===== src/rtl/ddram_clear_check_if.sv =====
// ddram_clear_check_if: read side of the DDRAM burst interface plus the tied-off write side.
// master = the verifier (issues requests, consumes beats); slave = the memory controller.
// Signals keep the controller's native names so the wiring matches the rest of the core.
interface ddram_clear_check_if;
   logic        DDRAM_BUSY;
   logic [7:0]  DDRAM_BURSTCNT;
   logic [28:0] DDRAM_ADDR;
   logic        DDRAM_RD;
   logic [63:0] DDRAM_DOUT;
   logic        DDRAM_DOUT_READY;
   logic        DDRAM_WE;
   logic [63:0] DDRAM_DIN;
   logic [7:0]  DDRAM_BE;

   modport master (
      input  DDRAM_BUSY, DDRAM_DOUT, DDRAM_DOUT_READY,
      output DDRAM_BURSTCNT, DDRAM_ADDR, DDRAM_RD, DDRAM_WE, DDRAM_DIN, DDRAM_BE
   );

   modport slave (
      output DDRAM_BUSY, DDRAM_DOUT, DDRAM_DOUT_READY,
      input  DDRAM_BURSTCNT, DDRAM_ADDR, DDRAM_RD, DDRAM_WE, DDRAM_DIN, DDRAM_BE
   );
endinterface


===== src/rtl/ddram_clear_check.sv =====
// ddram_clear_check: sweeps WORDS 64-bit words from BASE with burst reads, checks each beat against PATTERN.
// Latency: start -> RD/active next cycle; done the cycle after the last beat; one request cycle per burst.
// Backpressure: request held stable while DDRAM_BUSY; one burst outstanding; beats only counted on DOUT_READY.
// Ports: clk_sys/reset_n; start in; active/done/pass status; err_addr/err_data first mismatch, err_count
// saturating mismatch count; ddram = read master on the DDRAM interface (write side tied off).
module ddram_clear_check #(
   parameter logic [28:0] BASE    = 29'h0000000,
   parameter logic [28:0] WORDS   = 29'h0100000,
   parameter int unsigned BURST   = 128,
   parameter logic [63:0] PATTERN = 64'h0
) (
   input  logic                clk_sys,
   input  logic                reset_n,
   input  logic                start,
   output logic                active,
   output logic                done,
   output logic                pass,
   output logic [28:0]         err_addr,
   output logic [63:0]         err_data,
   output logic [15:0]         err_count,
   ddram_clear_check_if.master ddram
);
   typedef enum logic [1:0] {IDLE, REQ, DATA, DONE} state_t;

   localparam logic [29:0] BURST_W = 30'(BURST);

   state_t      state, state_nxt;
   logic [28:0] cur;
   logic [29:0] remaining;
   logic [7:0]  beat_idx;
   logic [7:0]  burst_len;
   logic        accept;
   logic        beat;
   logic        last_beat;
   logic        mismatch;
   logic        launch;

   // remaining only changes on the last beat of a burst, so this length is stable
   // for the whole REQ/DATA pair and reads 0 out of reset and in DONE.
   assign burst_len = (remaining < BURST_W) ? remaining[7:0] : BURST_W[7:0];
   assign launch    = ((state == IDLE) || (state == DONE)) && start;
   assign accept    = (state == REQ) && !ddram.DDRAM_BUSY;
   assign beat      = (state == DATA) && ddram.DDRAM_DOUT_READY;
   assign last_beat = beat && (beat_idx == burst_len - 8'd1);
   assign mismatch  = beat && (ddram.DDRAM_DOUT != PATTERN);

   assign ddram.DDRAM_RD       = (state == REQ);
   assign ddram.DDRAM_ADDR     = cur;
   assign ddram.DDRAM_BURSTCNT = burst_len;
   assign ddram.DDRAM_WE       = 1'b0;
   assign ddram.DDRAM_DIN      = 64'h0;
   assign ddram.DDRAM_BE       = 8'hFF;

   assign active = (state == REQ) || (state == DATA);
   assign done   = (state == DONE);
   assign pass   = done && (err_count == 16'h0);

   always_ff @(posedge clk_sys or negedge reset_n) begin
      if (!reset_n) state <= IDLE;
      else          state <= state_nxt;
   end

   always_comb begin
      state_nxt = state;
      case (state)
         IDLE, DONE: if (start) state_nxt = REQ;
         REQ:        if (accept) state_nxt = DATA;
         DATA: begin
            // remaining still holds the pre-burst count on the final beat
            if (last_beat) state_nxt = (remaining == {22'd0, burst_len}) ? DONE : REQ;
         end
         default:    state_nxt = IDLE;
      endcase
   end

   always_ff @(posedge clk_sys or negedge reset_n) begin
      if (!reset_n) begin
         cur       <= '0;
         remaining <= '0;
         beat_idx  <= '0;
         err_addr  <= '0;
         err_data  <= '0;
         err_count <= '0;
      end else begin
         if (launch) begin
            cur       <= BASE;
            remaining <= {1'b0, WORDS};
            err_addr  <= '0;
            err_data  <= '0;
            err_count <= '0;
         end
         if (accept) beat_idx <= '0;
         if (beat) begin
            beat_idx <= beat_idx + 8'd1;
            if (mismatch) begin
               // only the first mismatch of a sweep is recorded
               if (err_count == 16'h0) begin
                  err_addr <= cur + 29'(beat_idx);
                  err_data <= ddram.DDRAM_DOUT;
               end
               if (err_count != 16'hFFFF) err_count <= err_count + 16'd1;
            end
            if (last_beat) begin
               cur       <= cur + 29'(burst_len);
               remaining <= remaining - 30'(burst_len);
            end
         end
      end
   end
endmodule


===== src/flat_wrapper.sv =====
// flat-port wrapper written by rule: the top's interface ports become plain ports
module ddram_clear_check_flat 
#(
   parameter logic [28:0] BASE    = 29'h0000000,
   parameter logic [28:0] WORDS   = 29'h0100000,
   parameter int unsigned BURST   = 128,
   parameter logic [63:0] PATTERN = 64'h0
)
  (clk_sys, reset_n, start, active, done, pass, err_addr, err_data, err_count, ddram_DDRAM_BUSY, ddram_DDRAM_DOUT, ddram_DDRAM_DOUT_READY, ddram_DDRAM_BURSTCNT, ddram_DDRAM_ADDR, ddram_DDRAM_RD, ddram_DDRAM_WE, ddram_DDRAM_DIN, ddram_DDRAM_BE);
  ddram_clear_check_if ddram_i ();
  input  logic clk_sys;
  input  logic reset_n;
  input  logic start;
  output logic active;
  output logic done;
  output logic pass;
  output logic [28:0] err_addr;
  output logic [63:0] err_data;
  output logic [15:0] err_count;
  input wire logic [$bits(ddram_i.DDRAM_BUSY)-1:0] ddram_DDRAM_BUSY;
  input wire logic [$bits(ddram_i.DDRAM_DOUT)-1:0] ddram_DDRAM_DOUT;
  input wire logic [$bits(ddram_i.DDRAM_DOUT_READY)-1:0] ddram_DDRAM_DOUT_READY;
  output wire logic [$bits(ddram_i.DDRAM_BURSTCNT)-1:0] ddram_DDRAM_BURSTCNT;
  output wire logic [$bits(ddram_i.DDRAM_ADDR)-1:0] ddram_DDRAM_ADDR;
  output wire logic [$bits(ddram_i.DDRAM_RD)-1:0] ddram_DDRAM_RD;
  output wire logic [$bits(ddram_i.DDRAM_WE)-1:0] ddram_DDRAM_WE;
  output wire logic [$bits(ddram_i.DDRAM_DIN)-1:0] ddram_DDRAM_DIN;
  output wire logic [$bits(ddram_i.DDRAM_BE)-1:0] ddram_DDRAM_BE;
  assign ddram_i.DDRAM_BUSY = ddram_DDRAM_BUSY;
  assign ddram_i.DDRAM_DOUT = ddram_DDRAM_DOUT;
  assign ddram_i.DDRAM_DOUT_READY = ddram_DDRAM_DOUT_READY;
  assign ddram_DDRAM_BURSTCNT = ddram_i.DDRAM_BURSTCNT;
  assign ddram_DDRAM_ADDR = ddram_i.DDRAM_ADDR;
  assign ddram_DDRAM_RD = ddram_i.DDRAM_RD;
  assign ddram_DDRAM_WE = ddram_i.DDRAM_WE;
  assign ddram_DDRAM_DIN = ddram_i.DDRAM_DIN;
  assign ddram_DDRAM_BE = ddram_i.DDRAM_BE;
  ddram_clear_check #(.BASE(BASE), .WORDS(WORDS), .BURST(BURST), .PATTERN(PATTERN)) u_core (.clk_sys(clk_sys), .reset_n(reset_n), .start(start), .active(active), .done(done), .pass(pass), .err_addr(err_addr), .err_data(err_data), .err_count(err_count), .ddram(ddram_i));
endmodule

===== config.mk =====
export PLATFORM = sky130hd
export DESIGN_NAME = ddram_clear_check_flat
export DESIGN_NICKNAME = d
export VERILOG_FILES = /design/src/rtl/ddram_clear_check_if.sv /design/src/rtl/ddram_clear_check.sv /design/src/flat_wrapper.sv
export SDC_FILE = /design/constraint.sdc
export NUM_CORES = 1
export LEC_CHECK = 0
export BUFFER_PORTS_ARGS = -buffer_cell sky130_fd_sc_hd__buf_2
export CORE_MARGIN = 2
export CORE_UTILIZATION = 26
export CTS_BUF_LIST = sky130_fd_sc_hd__clkbuf_8
export CTS_CLUSTER_DIAMETER = 120
export DETAILED_ROUTE_END_ITERATION = 10
export PLACE_DENSITY = 0.47
export SLEW_MARGIN = 40
export SYNTH_ARGS = -nofsm -noshare
export SYNTH_HDL_FRONTEND = slang
export SYNTH_SLANG_ARGS = --single-unit

===== constraint.sdc =====
create_clock -name clk_sys -period 3.6 [get_ports clk_sys]
set_input_delay 1.08 -clock clk_sys [delete_from_list [all_inputs] [get_ports clk_sys]]
set_output_delay 1.08 -clock clk_sys [all_outputs]
set_load 0.005 [all_outputs]

==> impl_metrics.csv <==
group,metric,value,unit
timing,fmax,272.1,MHz
timing,min_period_over_period,102.1,%
placed_design,gp_congestion,0.8454,
timing,rsz0062_at_grt,"true",
yosys,synth.area.mux_share,0.4138,%
finish,fin_nets,1631,
yosys,yosys_warnings,0,
pwr,power.switching,1.989,mW
timing,finalHoldViolCount,0,
timing,finClkSkew,0.02779,ns
hold_path,worstHoldStart,"u_core.remaining[22]$_DFF_PN0_",
global_routing,grt_overflow_total,0,
placed_design,place_area,12630,um2
worst_setup_path,cp_max_fo,7,
global_routing,grt_pass1_wl,53.42,mm
finish,syn_to_final_growth,33.94,%
worst_setup_path,crit_family,"simple AND/OR/NAND/NOR gates",
drt,routed_wl,35.33,mm
yosys,synth_top_family_by_area,"simple AND/OR/NAND/NOR gates",
run_status,violations,"setup timing",
worst_setup_path,rrSetupSlack,-0.08,ns
yosys,synth_seq_cells,178,
timing,setup_violations,12,
yosys,synth-main-ff-cell,"dfrtp_1",
worst_setup_path,path_buf_inv,1,
worst_setup_path,worstPathArrival,4.11,ns
clocking,cts_root_buffer,"clkbuf_8",
clocking,cts.sinks,178,
worst_setup_path,cp.required,4.03,ns
worst_setup_path,start_kind,"flop",
floorplan,fp.dieH,202.9,um
placed_design,port_buffers,218,
finish,final_cell_mix,"215 x buf_2, 203 x nand2_1, 178 x dfrtp_1",
worst_setup_path,endpoint_kind,"flop",
drt,viasPerCell,4.761,
yosys,synth_fa_ha_area_share,3.432,%
yosys,synthCells,1220,
drt,drc,0,
worst_setup_path,cp.depth,14,
yosys,syn_area,10280,um2
timing,max-slew-margin-rel,55.74,%
finish,fin_area,13770,um2
yosys,synth_edf_count,0,
floorplan,die_x,202.9,um
drt,drt_first_pass_iters,5,
clocking,clk_pin_slew,0.09,ns
clocking,htree_levels,4,
floorplan,dieArea,41150,um2
worst_setup_path,rr_startpoint,"u_core.remaining[19]$_DFF_PN0_",
finish,drive_above_1_share,32.24,%
floorplan,ios,292,
worst_setup_path,critical_path_class,"reg -> reg",
pwr,clkPwrFrac,25.7,%
global_routing,grt_max_degree,64,
clocking,numCtsBuffers,17,
hold_path,hold_class,"reg -> reg",
timing,post-route-worst-setup-slack,-0.07541,ns
yosys,synthArstFlopShare,100.0,%
finish,n_antenna_cell,0,
pwr,p_leak,7.096,nW
clocking,cts_buffer_depth,2,
clocking,insertion_delay,0.51,ns
timing,slew_viol_final,0,
clocking,cts_hold_buf,0,
pwr,p_per_area,396.6,nW/um2
floorplan,core_area,38830,um2
worst_setup_path,crit_path_max_incr_delay,0.55,ns
yosys,synth-compound-area-share,12.68,%
worst_setup_path,r2r-end,"u_core.ddram.DDRAM_ADDR[15]$_DFF_PN0_",
job,cap_violations,0,
yosys,synth_simple_gate_area_share,27.55,%
yosys,synth_xor_area_share,3.493,%
pwr,switching_share,36.42,%
pwr,seqPwrFrac,44.5,%
finish,mostFrequentLayoutCell,"buf_2",
floorplan,rows,72,
run_status,outcome,"complete, but fails checks",
drt,vias,9837,
clocking,cts_tree,"built",
drt,drtAntennaViolNets,0,
global_routing,antenna_found_initial,0,
global_routing,grt_pass1_vias,9417,
global_routing,track_usage,16.59,%
pwr,vdd_drop_max,0.2621,mV
drt,wl_per_cell,17.10,um
pwr,internal-power,3.473,mW
drt,drtIter0Drc,560,
worst_setup_path,critPathSlowestCell,"or4_4",
placed_design,dpl.hpwl,25.66,mm
pwr,p_total,5.462,mW
yosys,synth_cell_types,63,
worst_setup_path,crit_path_cell_trace,"or4_4 -> or4_4 -> nor2_8 -> nand2_4 -> inv_4 -> ha_4 -> a211o_1 -> a21oi_2 -> o211ai_1 -> a211oi_2 -> or3_4 -> or3_4 -> a21oi_2 -> a21o_1",
worst_setup_path,crit_start,"u_core.remaining[19]$_DFF_PN0_",
worst_setup_path,r2r_cells,14,
yosys,seq_area_frac_synth,43.32,%
floorplan,start_util,26.48,%
pwr,combPwrFrac,29.9,%
timing,period_minus_slack,3.675,ns
worst_setup_path,critPathCapture,"u_core.ddram.DDRAM_ADDR[15]$_DFF_PN0_",
yosys,syn_area_per_cell,8.427,um2
timing,tightest_slew,0.6639,ns
## metrics by stage
| step | setup TNS [ns] | utilization (%) | instances | hold slack, ns | setup WS, ns |
|---|---|---|---|---|---|
| 3_3_place_gp | -1.597 | 32.52 | 2003 | 0.4709 | -0.1376 |
| 2_1_floorplan | -2.130 | - | 1292 | 0.4515 | -0.1845 |
| 5_1_grt | -3.305 | 35.47 | 2066 | 0.5264 | -0.2058 |
| 6_report | -0.3781 | 35.47 | 2066 | 0.4948 | -0.07541 |
| 3_5_place_dp | -2.559 | 32.54 | 2003 | 0.4781 | -0.1510 |
| 4_1_cts | -0.7396 | 33.87 | 2040 | 0.5046 | -0.09803 |
## cells by family (layout without fill, tap and decap cells)
group,Yosys count,after routing
AO/OA/AOI/OAI,216,216
XOR/XNOR,41,41
other,2,74
flip-flops,178,178
multiplexers,4,4
AND/OR/NAND/NOR,582,585
adder cells (fa/ha/maj),27,27
buffers and inverters,170,423
## Yosys cell counts, types with 13 or more instances
| master | n | area (um2) |
|---|---|---|
| a21o_1 | 21 | 157.7 |
| a21oi_1 | 42 | 210.2 |
| and3_1 | 16 | 100.1 |
| buf_4 | 74 | 555.5 |
| clkbuf_1 | 55 | 206.5 |
| dfrtp_1 | 178 | 4454 |
| ha_1 | 25 | 312.8 |
| inv_1 | 30 | 112.6 |
| nand2_1 | 209 | 784.5 |
| nand3_1 | 154 | 770.7 |
| nand4_1 | 18 | 112.6 |
| nor2_1 | 56 | 210.2 |
| nor3_1 | 24 | 120.1 |
| nor4_1 | 29 | 181.4 |
| o21ai_0 | 96 | 480.5 |
| or3_1 | 21 | 131.4 |
| or4_1 | 13 | 97.59 |
| xnor2_1 | 26 | 227.7 |
| xor2_1 | 15 | 131.4 |
## metal layers
metal	GRT usage (%)	share of wire (%)	routed length [um]
met3	3.226	5.5	1961
met2	27.16	48	16900
met4	5.605	2.2	776
met1	21.91	44	15690
met5	0	0	0
## power groups by stage
stage	Clock, mW	Combinational [mW]	Sequential [mW]
finish	1.40	1.63	2.43
global route	1.53	1.82	2.47
CTS	1.47	1.52	2.43
detailed placement	0	1.51	2.47
global placement	0	1.50	2.46
floorplan	0	0.763	2.48
## state kept, by name, summed over array words and instances (netlist names)
signal                   cells
u_core.state                 2
u_core.ddram.DDRAM_ADDR     29
u_core.err_count            16
u_core.err_data             64
u_core.err_addr             29
u_core.beat_idx              8
u_core.remaining            30
## timing repair
item,4_1_cts,5_1_grt
gates cloned,0,7
endpoints found under the setup margin,61,66
buffers inserted,5,20
gates resized for setup,24,79
pin swaps,4,41
hold endpoints to repair,0,0
## layout make-up
cell class	count	area, um2
Tap cell	518	648.1
Clock inverter	14	131.4
Multi-Input combinational cell	947	5705
Timing Repair Buffer	360	2452
Clock buffer	18	247.7
Sequential cell	178	4454
Fill cell	4043	25060
Inverter	31	131.4
## how the worst min path moves through the flow
stage                                           endpoint  cells after the start
after floorplan           u_core.remaining[22]$_DFF_PN0_                      2
after global placement    u_core.remaining[22]$_DFF_PN0_                      2
after detailed placement   u_core.err_data[11]$_DFF_PN0_                      2
after CTS                  u_core.err_data[57]$_DFF_PN0_                      2
after global routing       u_core.err_data[11]$_DFF_PN0_                      2
final                     u_core.remaining[22]$_DFF_PN0_                      2
## worst register-to-register path, cell delays in order (launching register included)
cell and delay [ns]:
dfrtp_1 0.39, or4_4 0.54, or4_4 0.55, nor2_8 0.18, nand2_4 0.09, inv_4 0.08
ha_4 0.14, a211o_1 0.14, a21oi_2 0.07, o211ai_1 0.27, a211oi_2 0.12, or3_4 0.44
or3_4 0.39, a21oi_2 0.14, a21o_1 0.09
No activity file was read; power rests on OpenSTA's default activity.
